===== config.mk =====
export PLATFORM = sky130hd
export DESIGN_NAME = conv_enc_out_packer
export DESIGN_NICKNAME = d
export VERILOG_FILES = /design/src/rtl/conv_enc_out_packer.sv
export SDC_FILE = /design/constraint.sdc
export NUM_CORES = 1
export LEC_CHECK = 0
export ABC_AREA = 1
export CAP_MARGIN = 20
export CORE_UTILIZATION = 30
export CTS_BUF_LIST = sky130_fd_sc_hd__clkbuf_4
export CTS_CLUSTER_SIZE = 24
export DETAILED_ROUTE_END_ITERATION = 16
export SLEW_MARGIN = 20
export SYNTH_ARGS = -nofsm -noshare
export SYNTH_HDL_FRONTEND = slang
export SYNTH_SLANG_ARGS = --single-unit

===== constraint.sdc =====
create_clock -name clk -period 2.8 [get_ports clk]
set_clock_uncertainty 0.15 [all_clocks]
set_input_delay 0.56 -clock clk [delete_from_list [all_inputs] [get_ports clk]]
set_output_delay 0.56 -clock clk [all_outputs]
set_load 0.03 [all_outputs]

===== src/rtl/conv_enc_out_packer.sv =====
// Packs the three encoder bit streams into bytes held in three lock-step byte FIFOs.
// Optional build macro CONV_PACK_MSB_FIRST_EN puts the first bit of each byte at bit 7.
module conv_enc_out_packer #(
  parameter int unsigned FIFO_DEPTH = 16,
  parameter int unsigned SMALL_SIZE = 1056,
  parameter int unsigned LARGE_SIZE = 6144
) (
  input  logic       clk,
  input  logic       rst_n,
  input  logic       blk_size,
  input  logic       blk_start,
  input  logic       bit_valid,
  input  logic       d0,
  input  logic       d1,
  input  logic       d2,
  output logic       bit_ready,
  input  logic       out_rd,
  output logic       out_rdy,
  output logic [7:0] fifo0_out,
  output logic [7:0] fifo1_out,
  output logic [7:0] fifo2_out,
  output logic       blk_done,
  output logic       err
);

  localparam int unsigned AW = $clog2(FIFO_DEPTH);
  localparam int unsigned CW = AW + 1;
  localparam int unsigned BW = 13;

  typedef enum logic [1:0] {IDLE, RUN, DONE} state_t;

  state_t          state;
  logic [2:0]      bit_idx;
  logic [2:0]      idx_use;
  logic [2:0]      pos;
  logic [BW-1:0]   blk_cnt;
  logic [BW-1:0]   last_cnt;
  logic [7:0]      sh0, sh1, sh2;
  logic [7:0]      nx0, nx1, nx2;
  logic [AW-1:0]   wr_ptr, rd_ptr;
  logic [CW-1:0]   count;
  logic [7:0]      mem0 [FIFO_DEPTH];
  logic [7:0]      mem1 [FIFO_DEPTH];
  logic [7:0]      mem2 [FIFO_DEPTH];
  logic            accept, start_blk, cont_blk, last_bit, push, pop;

  assign bit_ready = (count < CW'(FIFO_DEPTH)) && (state != DONE);
  assign accept    = bit_valid & bit_ready;
  assign start_blk = accept & blk_start;
  assign cont_blk  = accept & ~blk_start & (state == RUN);
  assign last_bit  = cont_blk & (blk_cnt == last_cnt);
  assign push      = cont_blk & (bit_idx == 3'd7);
  assign out_rdy   = (count != '0);
  assign pop       = out_rd & out_rdy;

  // A block start always lands in byte position 0, discarding any partial byte.
  always_comb begin
    idx_use = start_blk ? 3'd0 : bit_idx;
`ifdef CONV_PACK_MSB_FIRST_EN
    pos = 3'd7 - idx_use;
`else
    pos = idx_use;
`endif
    nx0 = start_blk ? 8'h00 : sh0;
    nx1 = start_blk ? 8'h00 : sh1;
    nx2 = start_blk ? 8'h00 : sh2;
    nx0[pos] = d0;
    nx1[pos] = d1;
    nx2[pos] = d2;
  end

  // Block FSM, bit/byte counters and stream shift registers.
  always_ff @(posedge clk or negedge rst_n) begin
    if (!rst_n) begin
      state    <= IDLE;
      bit_idx  <= '0;
      blk_cnt  <= '0;
      last_cnt <= '0;
      sh0      <= '0;
      sh1      <= '0;
      sh2      <= '0;
      blk_done <= 1'b0;
      err      <= 1'b0;
    end else begin
      blk_done <= 1'b0;
      case (state)
        IDLE: begin
          if (accept) begin
            if (blk_start) state <= RUN;
            else           err   <= 1'b1;
          end
        end
        RUN: begin
          if (start_blk) begin
            err <= 1'b1;
          end else if (last_bit) begin
            state    <= DONE;
            blk_done <= 1'b1;
          end
        end
        DONE:    state <= IDLE;
        default: state <= IDLE;
      endcase

      if (start_blk) begin
        bit_idx  <= 3'd1;
        blk_cnt  <= BW'(1);
        last_cnt <= blk_size ? BW'(LARGE_SIZE - 1) : BW'(SMALL_SIZE - 1);
      end else if (cont_blk) begin
        bit_idx <= bit_idx + 3'd1;
        blk_cnt <= blk_cnt + BW'(1);
      end

      if (start_blk || cont_blk) begin
        sh0 <= nx0;
        sh1 <= nx1;
        sh2 <= nx2;
      end
    end
  end

  // Shared FIFO pointers and occupancy.
  always_ff @(posedge clk or negedge rst_n) begin
    if (!rst_n) begin
      wr_ptr <= '0;
      rd_ptr <= '0;
      count  <= '0;
    end else begin
      if (push) wr_ptr <= wr_ptr + AW'(1);
      if (pop)  rd_ptr <= rd_ptr + AW'(1);
      case ({push, pop})
        2'b10:   count <= count + CW'(1);
        2'b01:   count <= count - CW'(1);
        default: count <= count;
      endcase
    end
  end

  always_ff @(posedge clk) begin
    if (push) begin
      mem0[wr_ptr] <= nx0;
      mem1[wr_ptr] <= nx1;
      mem2[wr_ptr] <= nx2;
    end
  end

  assign fifo0_out = out_rdy ? mem0[rd_ptr] : 8'h00;
  assign fifo1_out = out_rdy ? mem1[rd_ptr] : 8'h00;
  assign fifo2_out = out_rdy ? mem2[rd_ptr] : 8'h00;

endmodule


==> flow_summary.json <==
{
  "status": "finished, violations left",
  "violations": "negative setup slack",
  "grt_max_degree": 49,
  "insertion_delay_ns": 0.87,
  "drtAntennaViolNets": 0,
  "startpoint_type": "flop",
  "pin_count": 37,
  "final_nets": 1985,
  "vias": 13987,
  "setup_violations": 24,
  "critPathSlowestCell": "dfrtp_4",
  "finalHoldViolCount": 0,
  "layout-drive-gt1-share_pct": 23.4,
  "core_area_mm2": 0.0622,
  "synth-main-ff-cell": "edfxtp_1",
  "synth_edf_count": 384,
  "post-route-period-util_pct": 119,
  "drcViolationCount": 0,
  "netlist_instances": 1777,
  "portBuffers": 36,
  "avgSynthCellArea_um2": 10.7,
  "syn_to_final_growth_pct": 27.9,
  "multi_input_area_mm2": 0.00588,
  "syn_nets": 1798,
  "yosys_warnings": 0,
  "p_per_area_mw_per_mm2": 1090,
  "die-area_mm2": 0.0643,
  "grt_util_all_layers_pct": 16.6,
  "path_buf_inv": 5,
  "drt_iter0_markers": 1296,
  "ys_seq_area_share_pct": 68.5,
  "ys_ff_latch": 443,
  "slew_headroom_pct": 43.2,
  "yosys.cell_types.count": 36,
  "dieWidth_um": 254,
  "cts.path.max_buffers": 3,
  "instances_no_fill": 2872,
  "crit_path_cell_trace": "inv_12, buf_12, buf_12, buf_12, nand2_2, nand3_2, nand3_2, nand2_2, nand2_2, a21oi_4, buf_12",
  "h-tree-depth": 3,
  "cts-root-buf": "clkbuf_4",
  "p_int_mw": 16.1,
  "crit_path_frequent_cell": "buf_12",
  "critical_path_class": "reg -> out",
  "routedWlPerCell_um": 18.5,
  "hp-class": "in -> reg",
  "ff_latch_area_mm2": 0.0130,
  "cts_tree": "yes",
  "overflow": 0,
  "critPathMaxFanout": 8,
  "worstPathArrival_ns": 2.62,
  "fin_crit_ns": 3.33,
  "rsz0062_at_grt": "yes",
  "numCtsBuffers": 110,
  "vdd_ir_drop_max_mv": 0.525,
  "tightest_slew_ns": 0.852,
  "drv_slew": 0,
  "power.leakage_nw": 9.60,
  "initial_core_util_pct": 30.5,
  "end_kind": "primary output",
  "swShare_pct": 39.2,
  "layout_setup_ws_ns": -0.533,
  "clk_pin_slew_ns": 0.07,
  "power_mw": 26.6,
  "cap_violations": 0,
  "place_congestion": 0.847,
  "dp_hpwl_um": 27700,
  "crit_required_ns": 2.09,
  "fillers": 5960,
  "viasPerCell": 4.87,
  "dp.cells": 2647,
  "path_delay_family": "buffers and inverters",
  "syn_area_mm2": 0.0190,
  "p_switching_mw": 10.4,
  "grt_pass1_wl_um": 80800,
  "power_frac_comb_pct": 49.4,
  "post-route-util_pct": 39.1,
  "fp-row-count": 91,
  "first_pass_iters": 5,
  "antenna_found_initial": 5,
  "p_seq_share_pct": 31.5,
  "grt_pass1_vias": 13675,
  "cts_sinks": 443,
  "synthArstFlopShare_pct": 13.3,
  "fmax_mhz": 300,
  "reg2reg_setup_slack_ns": 0.26,
  "slowest_delay_ns": 0.54,
  "clock_power_share_pct": 19.1,
  "wirelength_um": 53200,
  "die_y_um": 254
}
==> sequential cells by signal, summed over array words and instances, names as in the netlist <==
register	flops
sh2	8
count	5
wr_ptr	4
blk_cnt	13
blk_done	1
state	2
sh0	8
last_cnt	2
bit_idx	3
err	1
mem2	128
mem0	128
rd_ptr	4
mem1	128
sh1	8
==> per-stage QoR <==
stage          hold slack, ns  worst slack (ns)  instance area (µm²)  TNS (ns)
6_report                0.143            -0.533                24300    -11.60
3_5_place_dp            0.311            -0.155                21500    -0.261
2_1_floorplan           0.114            -0.241                19000    -62.92
3_3_place_gp            0.308           -0.0610                21500   -0.0610
4_1_cts                0.0443            -0.645                23900    -14.41
5_1_grt                0.0957            -0.691                24300    -15.73
==> cell usage after synthesis (12+ instances only) <==
cell type / instances / area, µm²
a21oi_1: 29 / 145
buf_2: 47 / 235
buf_4: 14 / 105
clkbuf_1: 29 / 109
dfrtp_1: 59 / 1480
edfxtp_1: 384 / 11500
ha_1: 12 / 150
inv_1: 48 / 180
nand2_1: 692 / 2600
nand3_1: 317 / 1590
nand4_1: 16 / 100
nor2_1: 39 / 146
o21ai_0: 15 / 75.1
==> final timing paths <==
| check | startpoint | end | depth (start not counted) |
|---|---|---|---|
| max in group asynchronous | rst_n | count[1] | 3 |
| worst max register to register | count[4] | count[4] | 13 |
| min in group asynchronous | rst_n | sh2[7] | 2 |
| worst max-delay path | rd_ptr[0] | fifo2_out[7] | 11 |
| worst min register to register | sh1[4] | sh1[4] | 2 |
| worst min-delay path | blk_size | last_cnt[9] | 3 |
==> final cells by class <==
cell class              count  area share, %
diodes                      2         0.0206
clock buffers             148           4.57
clock inverters            33          0.768
inverters                  57          0.984
multi-input cells        1177           24.2
flip-flops and latches    443           53.6
well taps                 837           4.31
repair buffers            175           11.6
==> layer usage <==
layer  part of all wire, %  vias up  GRT usage, %
met1                    43     6830          21.6
li1                      -     6559             -
met4                   2.2        6          5.52
met5                 0.070        -             0
met2                    49      502          27.7
met3                   5.8       90          3.22
==> layout by cell type (no fill, tap or decap), drive strengths merged <==
cell             n
dfrtp           59
o311ai           9
clkdlybuf4s50    9
a21boi           2
inv             59
nand3          319
clkinvlp         1
edfxtp         384
nand2          697
ha              12
a21oi           30
o21bai           1
dlygate4sd3      1
bufbuf           1
clkinv          30
buf            159
diode            2
nand4           16
a41oi            1
nor3             9
clkbuf         152
xnor2            4
o22ai            1
o21ai           23
nor2            44
xor2             8
o31ai            1
dlygate4sd2      1
==> logic make-up (layout without fill, tap and decap cells) <==
family	after synthesis	count (layout)	synth area share [%]
other cells	0	2	0
compound gates	68	68	2.07
fa+ha+maj	12	12	0.791
simple gates	1085	1085	24.2
buf+inv	157	413	3.85
flops	443	443	68.5
xor+xnor	12	12	0.553
==> power by group through the flow <==
stage	Clock (mW)	Sequential (mW)	Combinational, mW
4_1_cts	5.20	8.36	12.7
5_1_grt	5.52	8.39	14.1
3_5_place_dp	0	8.53	10.4
2_1_floorplan	0	8.42	5.85
6_report	5.08	8.37	13.1
3_3_place_gp	0	8.52	10.3
==> worst min-delay path: stages <==
cell	delay, ns
clkdlybuf4s50_1	0.42
nand2_1	0.07
o21ai_0	0.07
==> repair_timing <==
item	4_1_cts	5_1_grt
pin swaps	27	37
endpoints found under the hold margin	32	0
gates cloned	21	4
setup buffers	19	1
endpoints found under the setup margin	26	25
hold buffers	1	0
gates resized for setup	94	79
Note: power is estimated with default switching activity, not from simulation.
